[config.mk]
export PLATFORM = sky130hd
export DESIGN_NAME = adc_snapshot_streamer_flat
export DESIGN_NICKNAME = d
export VERILOG_FILES = /design/src/rtl/adc_snapshot_streamer_if.sv /design/src/rtl/adc_snapshot_streamer.sv /design/src/flat_wrapper.sv
export SDC_FILE = /design/constraint.sdc
export NUM_CORES = 1
export LEC_CHECK = 0
export CAP_MARGIN = 0
export CORE_UTILIZATION = 40
export CTS_CLUSTER_DIAMETER = 200
export DETAILED_ROUTE_END_ITERATION = 6
export MAX_ROUTING_LAYER = met4
export PLACE_DENSITY_LB_ADDON = 0.25
export SLEW_MARGIN = 20
export SYNTH_ARGS = -nofsm -noshare
export SYNTH_HDL_FRONTEND = slang
export SYNTH_SLANG_ARGS = --single-unit
[constraint.sdc]
create_clock -name sys_clk -period 4.3 [get_ports sys_clk]
set_input_delay 0.86 -clock sys_clk [delete_from_list [all_inputs] [get_ports sys_clk]]
set_output_delay 0.86 -clock sys_clk [all_outputs]
set_load 0.02 [all_outputs]
[src/rtl/adc_snapshot_streamer_if.sv]
// Stream bundle between the capture front end, the snapshot streamer and the
// downstream consumer.
//
// Handshake: a word moves across a channel on a rising clock edge when
// valid && ready are both high in the cycle before that edge. A producer that
// has raised valid keeps valid and its data/last stable until the transfer
// happens. ready may depend combinationally on valid and on state.
// s_* is the input channel into the streamer, m_* is its output channel.
interface adc_snapshot_streamer_if #(
  parameter int DATA_W = 16
);
  logic [DATA_W-1:0] s_data;
  logic              s_valid;
  logic              s_ready;
  logic [DATA_W-1:0] m_data;
  logic              m_valid;
  logic              m_ready;
  logic              m_last;

  // Environment side: drives input words and downstream accept.
  modport master (
    output s_data, s_valid, m_ready,
    input  s_ready, m_data, m_valid, m_last
  );

  // Streamer side.
  modport slave (
    input  s_data, s_valid, m_ready,
    output s_ready, m_data, m_valid, m_last
  );
endinterface

[src/rtl/adc_snapshot_streamer.sv]
// ADC snapshot streamer: arms on request, starts capturing on a trigger while
// the front end is aligned, decimates accepted words and forwards them through
// a single output register. Snapshot mode stops after snap_len words and tags
// the final one with m_last; continuous mode runs until enable drops.
module adc_snapshot_streamer #(
  parameter int DATA_W = 16,
  parameter int CNT_W  = 32,
  parameter int DEC_W  = 8
) (
  input  logic                 sys_clk,
  input  logic                 sys_rst,
  input  logic                 enable,
  input  logic                 mode,
  input  logic                 arm,
  input  logic                 trigger,
  input  logic [CNT_W-1:0]     snap_len,
  input  logic [DEC_W-1:0]     decim,
  input  logic                 aligned,
  adc_snapshot_streamer_if.slave bus,
  output logic [1:0]           state,
  output logic                 snapshot_done,
  output logic [CNT_W-1:0]     word_count,
  output logic [15:0]          drop_count,
  output logic                 align_err
);

  typedef enum logic [1:0] {
    IDLE    = 2'd0,
    ARMED   = 2'd1,
    CAPTURE = 2'd2,
    DONE    = 2'd3
  } state_t;

  state_t            state_q, state_d;
  logic [CNT_W-1:0]  snap_len_q;
  logic [DEC_W-1:0]  decim_q;
  logic [DEC_W-1:0]  dec_cnt_q;
  logic [DEC_W-1:0]  dec_top;
  logic [CNT_W-1:0]  word_count_q;
  logic [CNT_W-1:0]  wc_next;
  logic [15:0]       drop_count_q;
  logic              align_err_q;
  logic [DATA_W-1:0] m_data_q;
  logic              m_valid_q;
  logic              m_last_q;

  logic in_capture;
  logic s_ready_c;
  logic accept;
  logic cap_accept;
  logic fwd;
  logic fwd_last;
  logic arm_take;

  // Handshake and datapath decode for the current cycle.
  always_comb begin
    in_capture = (state_q == CAPTURE);
    // Outside CAPTURE the input is always drained (and discarded); inside it
    // the single output register must be free or emptying this cycle.
    s_ready_c  = in_capture ? (aligned && (!m_valid_q || bus.m_ready)) : 1'b1;
    accept     = bus.s_valid && s_ready_c;
    cap_accept = in_capture && accept;
    // decim of 0 or 1 both mean keep every word.
    dec_top    = (decim_q <= DEC_W'(1)) ? '0 : (decim_q - DEC_W'(1));
    fwd        = cap_accept && (dec_cnt_q == '0);
    wc_next    = word_count_q + CNT_W'(1);
    fwd_last   = !mode && (wc_next == snap_len_q);
    arm_take   = enable && arm && ((state_q == IDLE) || (state_q == DONE));
  end

  // Next-state selection, enable has top priority.
  always_comb begin
    state_d = state_q;
    if (!enable) begin
      state_d = IDLE;
    end else begin
      case (state_q)
        IDLE:    if (arm) state_d = ARMED;
        ARMED: begin
          if (trigger && aligned) begin
            // A zero-length snapshot completes immediately with no words.
            state_d = (!mode && (snap_len_q == '0)) ? DONE : CAPTURE;
          end
        end
        CAPTURE: if (fwd && fwd_last) state_d = DONE;
        DONE:    if (arm) state_d = ARMED;
        default: state_d = IDLE;
      endcase
    end
  end

  // State register.
  always_ff @(posedge sys_clk or posedge sys_rst) begin
    if (sys_rst) state_q <= IDLE;
    else         state_q <= state_d;
  end

  // Arm-time latches, counters and the sticky alignment error.
  always_ff @(posedge sys_clk or posedge sys_rst) begin
    if (sys_rst) begin
      snap_len_q   <= '0;
      decim_q      <= '0;
      dec_cnt_q    <= '0;
      word_count_q <= '0;
      drop_count_q <= '0;
      align_err_q  <= 1'b0;
    end else if (arm_take) begin
      snap_len_q   <= snap_len;
      decim_q      <= decim;
      dec_cnt_q    <= '0;
      word_count_q <= '0;
      drop_count_q <= '0;
      align_err_q  <= 1'b0;
    end else begin
      if (cap_accept) begin
        dec_cnt_q <= (dec_cnt_q == dec_top) ? '0 : (dec_cnt_q + DEC_W'(1));
      end
      if (fwd && (word_count_q != '1)) begin
        word_count_q <= wc_next;
      end
      if ((state_q == ARMED) && accept && (drop_count_q != 16'hFFFF)) begin
        drop_count_q <= drop_count_q + 16'd1;
      end
      if (in_capture && !aligned) begin
        align_err_q <= 1'b1;
      end
    end
  end

  // Single output register; a loaded word holds until the consumer takes it,
  // independent of state or enable.
  always_ff @(posedge sys_clk or posedge sys_rst) begin
    if (sys_rst) begin
      m_data_q  <= '0;
      m_valid_q <= 1'b0;
      m_last_q  <= 1'b0;
    end else if (fwd) begin
      m_data_q  <= bus.s_data;
      m_valid_q <= 1'b1;
      m_last_q  <= fwd_last;
    end else if (m_valid_q && bus.m_ready) begin
      m_valid_q <= 1'b0;
      m_last_q  <= 1'b0;
    end
  end

  assign bus.s_ready    = s_ready_c;
  assign bus.m_data     = m_data_q;
  assign bus.m_valid    = m_valid_q;
  assign bus.m_last     = m_last_q;
  assign state          = state_q;
  assign snapshot_done  = (state_q == DONE);
  assign word_count     = word_count_q;
  assign drop_count     = drop_count_q;
  assign align_err      = align_err_q;

endmodule

[src/flat_wrapper.sv]
// flat-port wrapper written by rule: the top's interface ports become plain ports
module adc_snapshot_streamer_flat 
#(
  parameter int DATA_W = 16,
  parameter int CNT_W  = 32,
  parameter int DEC_W  = 8
)
  (sys_clk, sys_rst, enable, mode, arm, trigger, snap_len, decim, aligned, state, snapshot_done, word_count, drop_count, align_err, bus_s_data, bus_s_valid, bus_m_ready, bus_s_ready, bus_m_data, bus_m_valid, bus_m_last);
  adc_snapshot_streamer_if #(.DATA_W(DATA_W)) bus_i ();
  input  logic sys_clk;
  input  logic sys_rst;
  input  logic enable;
  input  logic mode;
  input  logic arm;
  input  logic trigger;
  input  logic [CNT_W-1:0] snap_len;
  input  logic [DEC_W-1:0] decim;
  input  logic aligned;
  output logic [1:0] state;
  output logic snapshot_done;
  output logic [CNT_W-1:0] word_count;
  output logic [15:0] drop_count;
  output logic align_err;
  input wire logic [$bits(bus_i.s_data)-1:0] bus_s_data;
  input wire logic [$bits(bus_i.s_valid)-1:0] bus_s_valid;
  input wire logic [$bits(bus_i.m_ready)-1:0] bus_m_ready;
  output wire logic [$bits(bus_i.s_ready)-1:0] bus_s_ready;
  output wire logic [$bits(bus_i.m_data)-1:0] bus_m_data;
  output wire logic [$bits(bus_i.m_valid)-1:0] bus_m_valid;
  output wire logic [$bits(bus_i.m_last)-1:0] bus_m_last;
  assign bus_i.s_data = bus_s_data;
  assign bus_i.s_valid = bus_s_valid;
  assign bus_i.m_ready = bus_m_ready;
  assign bus_s_ready = bus_i.s_ready;
  assign bus_m_data = bus_i.m_data;
  assign bus_m_valid = bus_i.m_valid;
  assign bus_m_last = bus_i.m_last;
  adc_snapshot_streamer #(.DATA_W(DATA_W), .CNT_W(CNT_W), .DEC_W(DEC_W)) u_core (.sys_clk(sys_clk), .sys_rst(sys_rst), .enable(enable), .mode(mode), .arm(arm), .trigger(trigger), .snap_len(snap_len), .decim(decim), .aligned(aligned), .bus(bus_i), .state(state), .snapshot_done(snapshot_done), .word_count(word_count), .drop_count(drop_count), .align_err(align_err));
endmodule
==> results_dict.tcl <==
set metrics [dict create \
    syn_avg_cell_area_um2 8.51 \
    postSynthNetCount 870 \
    postSynthRegisterBits 117 \
    worst-path-buf-inv 0 \
    groute.usage.overall_pct 22.5 \
    dpl_worst_slack_ns 0.777 \
    mostFrequentLayoutCells "sky130_fd_sc_hd__nand2_1 (208), sky130_fd_sc_hd__clkdlybuf4s50_1 (135), sky130_fd_sc_hd__dfrtp_1 (117), sky130_fd_sc_hd__nor2_1 (73), sky130_fd_sc_hd__xnor2_1 (56)" \
    postSynth.asyncResetShare_pct 100 \
    final-instance-count-excl-fill 1144 \
    type_of_the_worst_min_delay_path "flip-flop to flip-flop" \
    avg_vias_per_cell 5.10 \
    leakagePower_nw 3.82 \
    final.period_utilization_pct 74.3 \
    synthesis.yosys.warnings 0 \
    edff_count_synth 0 \
    wl_per_cell_um 15.7 \
    worst-setup-path-type "flip-flop to flip-flop" \
    netlist-cell-type-count 64 \
    power-per-cell-area_mw_per_mm2 516 \
    maxSlewViolCount 0 \
    cts.clk_slew.worst_paths_ns 0.05 \
    timing.clock.skew_ns 0.00877 \
    global_route.overflow_total 0 \
    htree_num_levels 4 \
    dominantRegCellSynth "sky130_fd_sc_hd__dfrtp_1" \
    initial_utilization_pct 40.9 \
    drt_wl_total_um 17900 \
    max_cap_viol_count 0 \
    cp_data_required_time_ns 4.62 \
    syn-instance-count 795 \
    antenna_found_initial 0 \
    critical_path.endpoint_type "flip-flop" \
    fin_nets 989 \
    grt_start_max_net_pins 66 \
    rsz0062_at_grt "false" \
    drt_pass1_iterations 4 \
    clock_insertion_delay_worst_skew_ns 0.41 \
    utilization_pct 53.5 \
    leading_cell_type_in_the_layout_fill_and_taps_excluded "sky130_fd_sc_hd__nand2_1" \
    seq_area_frac_synth_pct 43.3 \
    place_hpwl_um 12900 \
    setup-tns-final_ns 0 \
    tightest_slew_ns 0.790 \
    p_total_w 0.00456 \
    run_status "complete, no violations" \
    path_max_fanout 10 \
    die-area_mm2 0.0174 \
    clkSinkCount 117 \
    fin_ws_ns 1.10 \
    sort_of_element_at_the_start_of_the_critical_path "flip-flop" \
    postCtsSetupBuffers 0 \
    timing.critical_path.cells "ha_1 -> nand3_2 -> or4_1 -> o21ai_0 -> nand4_1 -> a311oi_1 -> nand4_1 -> o31ai_4 -> a21oi_1 -> a311oi_1" \
    clk_buf_depth 2 \
    cpLargestDelayFamily "compound AO/OA/AOI/OAI gates" \
    port_buffers 135 \
    post-place-cells 1115 \
    highest_ir_drop_seen_on_vdd_mv 0.303 \
    number_of_hold_buffers_added_after_cts 0 \
    final_min_period_ns 3.20 \
    ant_nets 0 \
    critical_path.max_stage_delay_ns 0.58 \
    number_of_instances_resized_during_post_cts_repair 0 \
    maxSlewHeadroom_pct 47.3 \
    wire_length_of_the_first_global_routing_pass_um 30000 \
    drt_drc_violations_left 0 \
    gp_congestion 0.900 \
    cts_tree "built" \
    floorplan.core_area_mm2 0.0165 \
    via_count 5838 \
    maxClockFrequency_ghz 0.313 \
    layout-drive-gt1-share_pct 5.52 \
    row_count 47 \
    report.final.hold_viol_count 0 \
    library_cell_contributing_the_largest_single_delay_on_the_critical_path "sky130_fd_sc_hd__or4_1" \
    grt_pass1_vias 5774 \
    arrival_ns 3.51 \
    numCtsBuffers 17 \
    ant_diodes 0 \
    drt_iter0_drc 370 \
    die-height_um 132 \
    synthToLayoutAreaGrowth_pct 30.6 \
    post_synth_instance_area_mm2 0.00677 \
    die_width_um 132 \
    report.final.setup_viol 0 \
    design.portCount 136 \
    clockRootBuffer "sky130_fd_sc_hd__clkbuf_16" \
]
==> through the flow <==
step                      cell area [um2]  hold slack, ns
after floorplan                      6770           0.481
after global placement               8310           0.459
after detailed placement             8310           0.463
after CTS                            8840           0.475
after global routing                 8840           0.494
final                                8840           0.470
==> where the power goes <==
part	switching, W	internal [W]	leakage [nW]	total (W)
Clock	0.000469	0.000796	0.267	0.00126
Combinational	0.000865	0.000736	2.00	0.00160
Sequential	0.000315	0.00138	1.55	0.00169
==> cells by family after synthesis <==
kind of cell / Yosys count / share of synthesized area, %
compound gates: 82 / 8.23
xor+xnor: 92 / 12.3
fa+ha+maj: 10 / 1.85
buf+inv: 60 / 3.48
flops: 117 / 43.3
mux: 7 / 1.04
simple gates: 427 / 29.8
==> flip-flops by register name (all words and copies together) (netlist names), 2 cells and up <==
register           count
u_core.drop_count     16
u_core.decim_q         8
u_core.state           2
u_core.word_count     32
u_core.bus.m_data     16
u_core.dec_cnt_q       8
u_core.snap_len_q     32
==> cell type report <==
class | instances | area, um2
Fill cell | 1543 | 7690
Multi-Input combinational cell | 618 | 3600
Sequential cell | 117 | 2930
Timing Repair Buffer | 143 | 1440
Clock buffer | 24 | 502
Tap cell | 220 | 275
Inverter | 17 | 66.3
Clock inverter | 5 | 25.0
==> worst register-to-register path: cells and delay by family (launching register included) <==
family                   cells  cell delay (ns)
AO/OA/AOI/OAI                5             1.23
AND/OR/NAND/NOR              4             1.15
flip-flops                   1             0.47
adder cells (fa/ha/maj)      1             0.26
==> per-layer routing <==
layer | global-route usage (%) | vias up | share of wire, %
li1 | - | 2932 | -
met1 | 28.7 | 2757 | 47
met2 | 35.0 | 127 | 48
met3 | 5.07 | 22 | 4.1
met4 | 8.20 | 0 | 1.5
met5 | - | - | 0
==> synth_stat cells, types with 3 or more instances <==
| cell type | number | share of area [%] |
|---|---|---|
| sky130_fd_sc_hd__a21oi_1 | 22 | 1.6 |
| sky130_fd_sc_hd__a311oi_1 | 3 | 0.39 |
| sky130_fd_sc_hd__a31oi_1 | 3 | 0.28 |
| sky130_fd_sc_hd__and2_1 | 5 | 0.46 |
| sky130_fd_sc_hd__and3_1 | 11 | 1.0 |
| sky130_fd_sc_hd__and4_1 | 9 | 1.2 |
| sky130_fd_sc_hd__buf_2 | 6 | 0.44 |
| sky130_fd_sc_hd__clkbuf_1 | 34 | 1.9 |
| sky130_fd_sc_hd__dfrtp_1 | 117 | 43 |
| sky130_fd_sc_hd__ha_1 | 10 | 1.8 |
| sky130_fd_sc_hd__inv_1 | 17 | 0.94 |
| sky130_fd_sc_hd__mux2i_1 | 7 | 1.0 |
| sky130_fd_sc_hd__nand2_1 | 208 | 12 |
| sky130_fd_sc_hd__nand3_1 | 29 | 2.1 |
| sky130_fd_sc_hd__nand4_1 | 20 | 1.8 |
| sky130_fd_sc_hd__nor2_1 | 73 | 4.0 |
| sky130_fd_sc_hd__nor2b_1 | 3 | 0.28 |
| sky130_fd_sc_hd__nor3_1 | 16 | 1.2 |
| sky130_fd_sc_hd__nor3b_1 | 4 | 0.44 |
| sky130_fd_sc_hd__nor4_1 | 16 | 1.5 |
| sky130_fd_sc_hd__o21ai_0 | 23 | 1.7 |
| sky130_fd_sc_hd__o31ai_1 | 4 | 0.44 |
| sky130_fd_sc_hd__or2_2 | 3 | 0.28 |
| sky130_fd_sc_hd__or3_1 | 11 | 1.0 |
| sky130_fd_sc_hd__or4_1 | 3 | 0.33 |
| sky130_fd_sc_hd__xnor2_1 | 56 | 7.2 |
| sky130_fd_sc_hd__xor2_1 | 34 | 4.4 |
==> worst paths after layout <==
path,cells after the start,from,end,slack [ns]
worst min register to register,2,u_core.bus.m_data[6]$_DFFE_PP0P_,u_core.bus.m_data[6]$_DFFE_PP0P_,0.47
max in group asynchronous,3,sys_rst,u_core.bus.m_data[6]$_DFFE_PP0P_,2.58
worst max-delay path,10,u_core.word_count[0]$_DFFE_PP0P_,u_core.state[1]$_DFFE_PP0P_,1.10
min in group asynchronous,2,sys_rst,u_core.drop_count[10]$_DFFE_PP0P_,0.96
worst max register to register,10,u_core.word_count[0]$_DFFE_PP0P_,u_core.state[1]$_DFFE_PP0P_,1.10
worst min-delay path,2,u_core.bus.m_data[6]$_DFFE_PP0P_,u_core.bus.m_data[6]$_DFFE_PP0P_,0.47
Note: power is estimated with default switching activity, not from simulation.
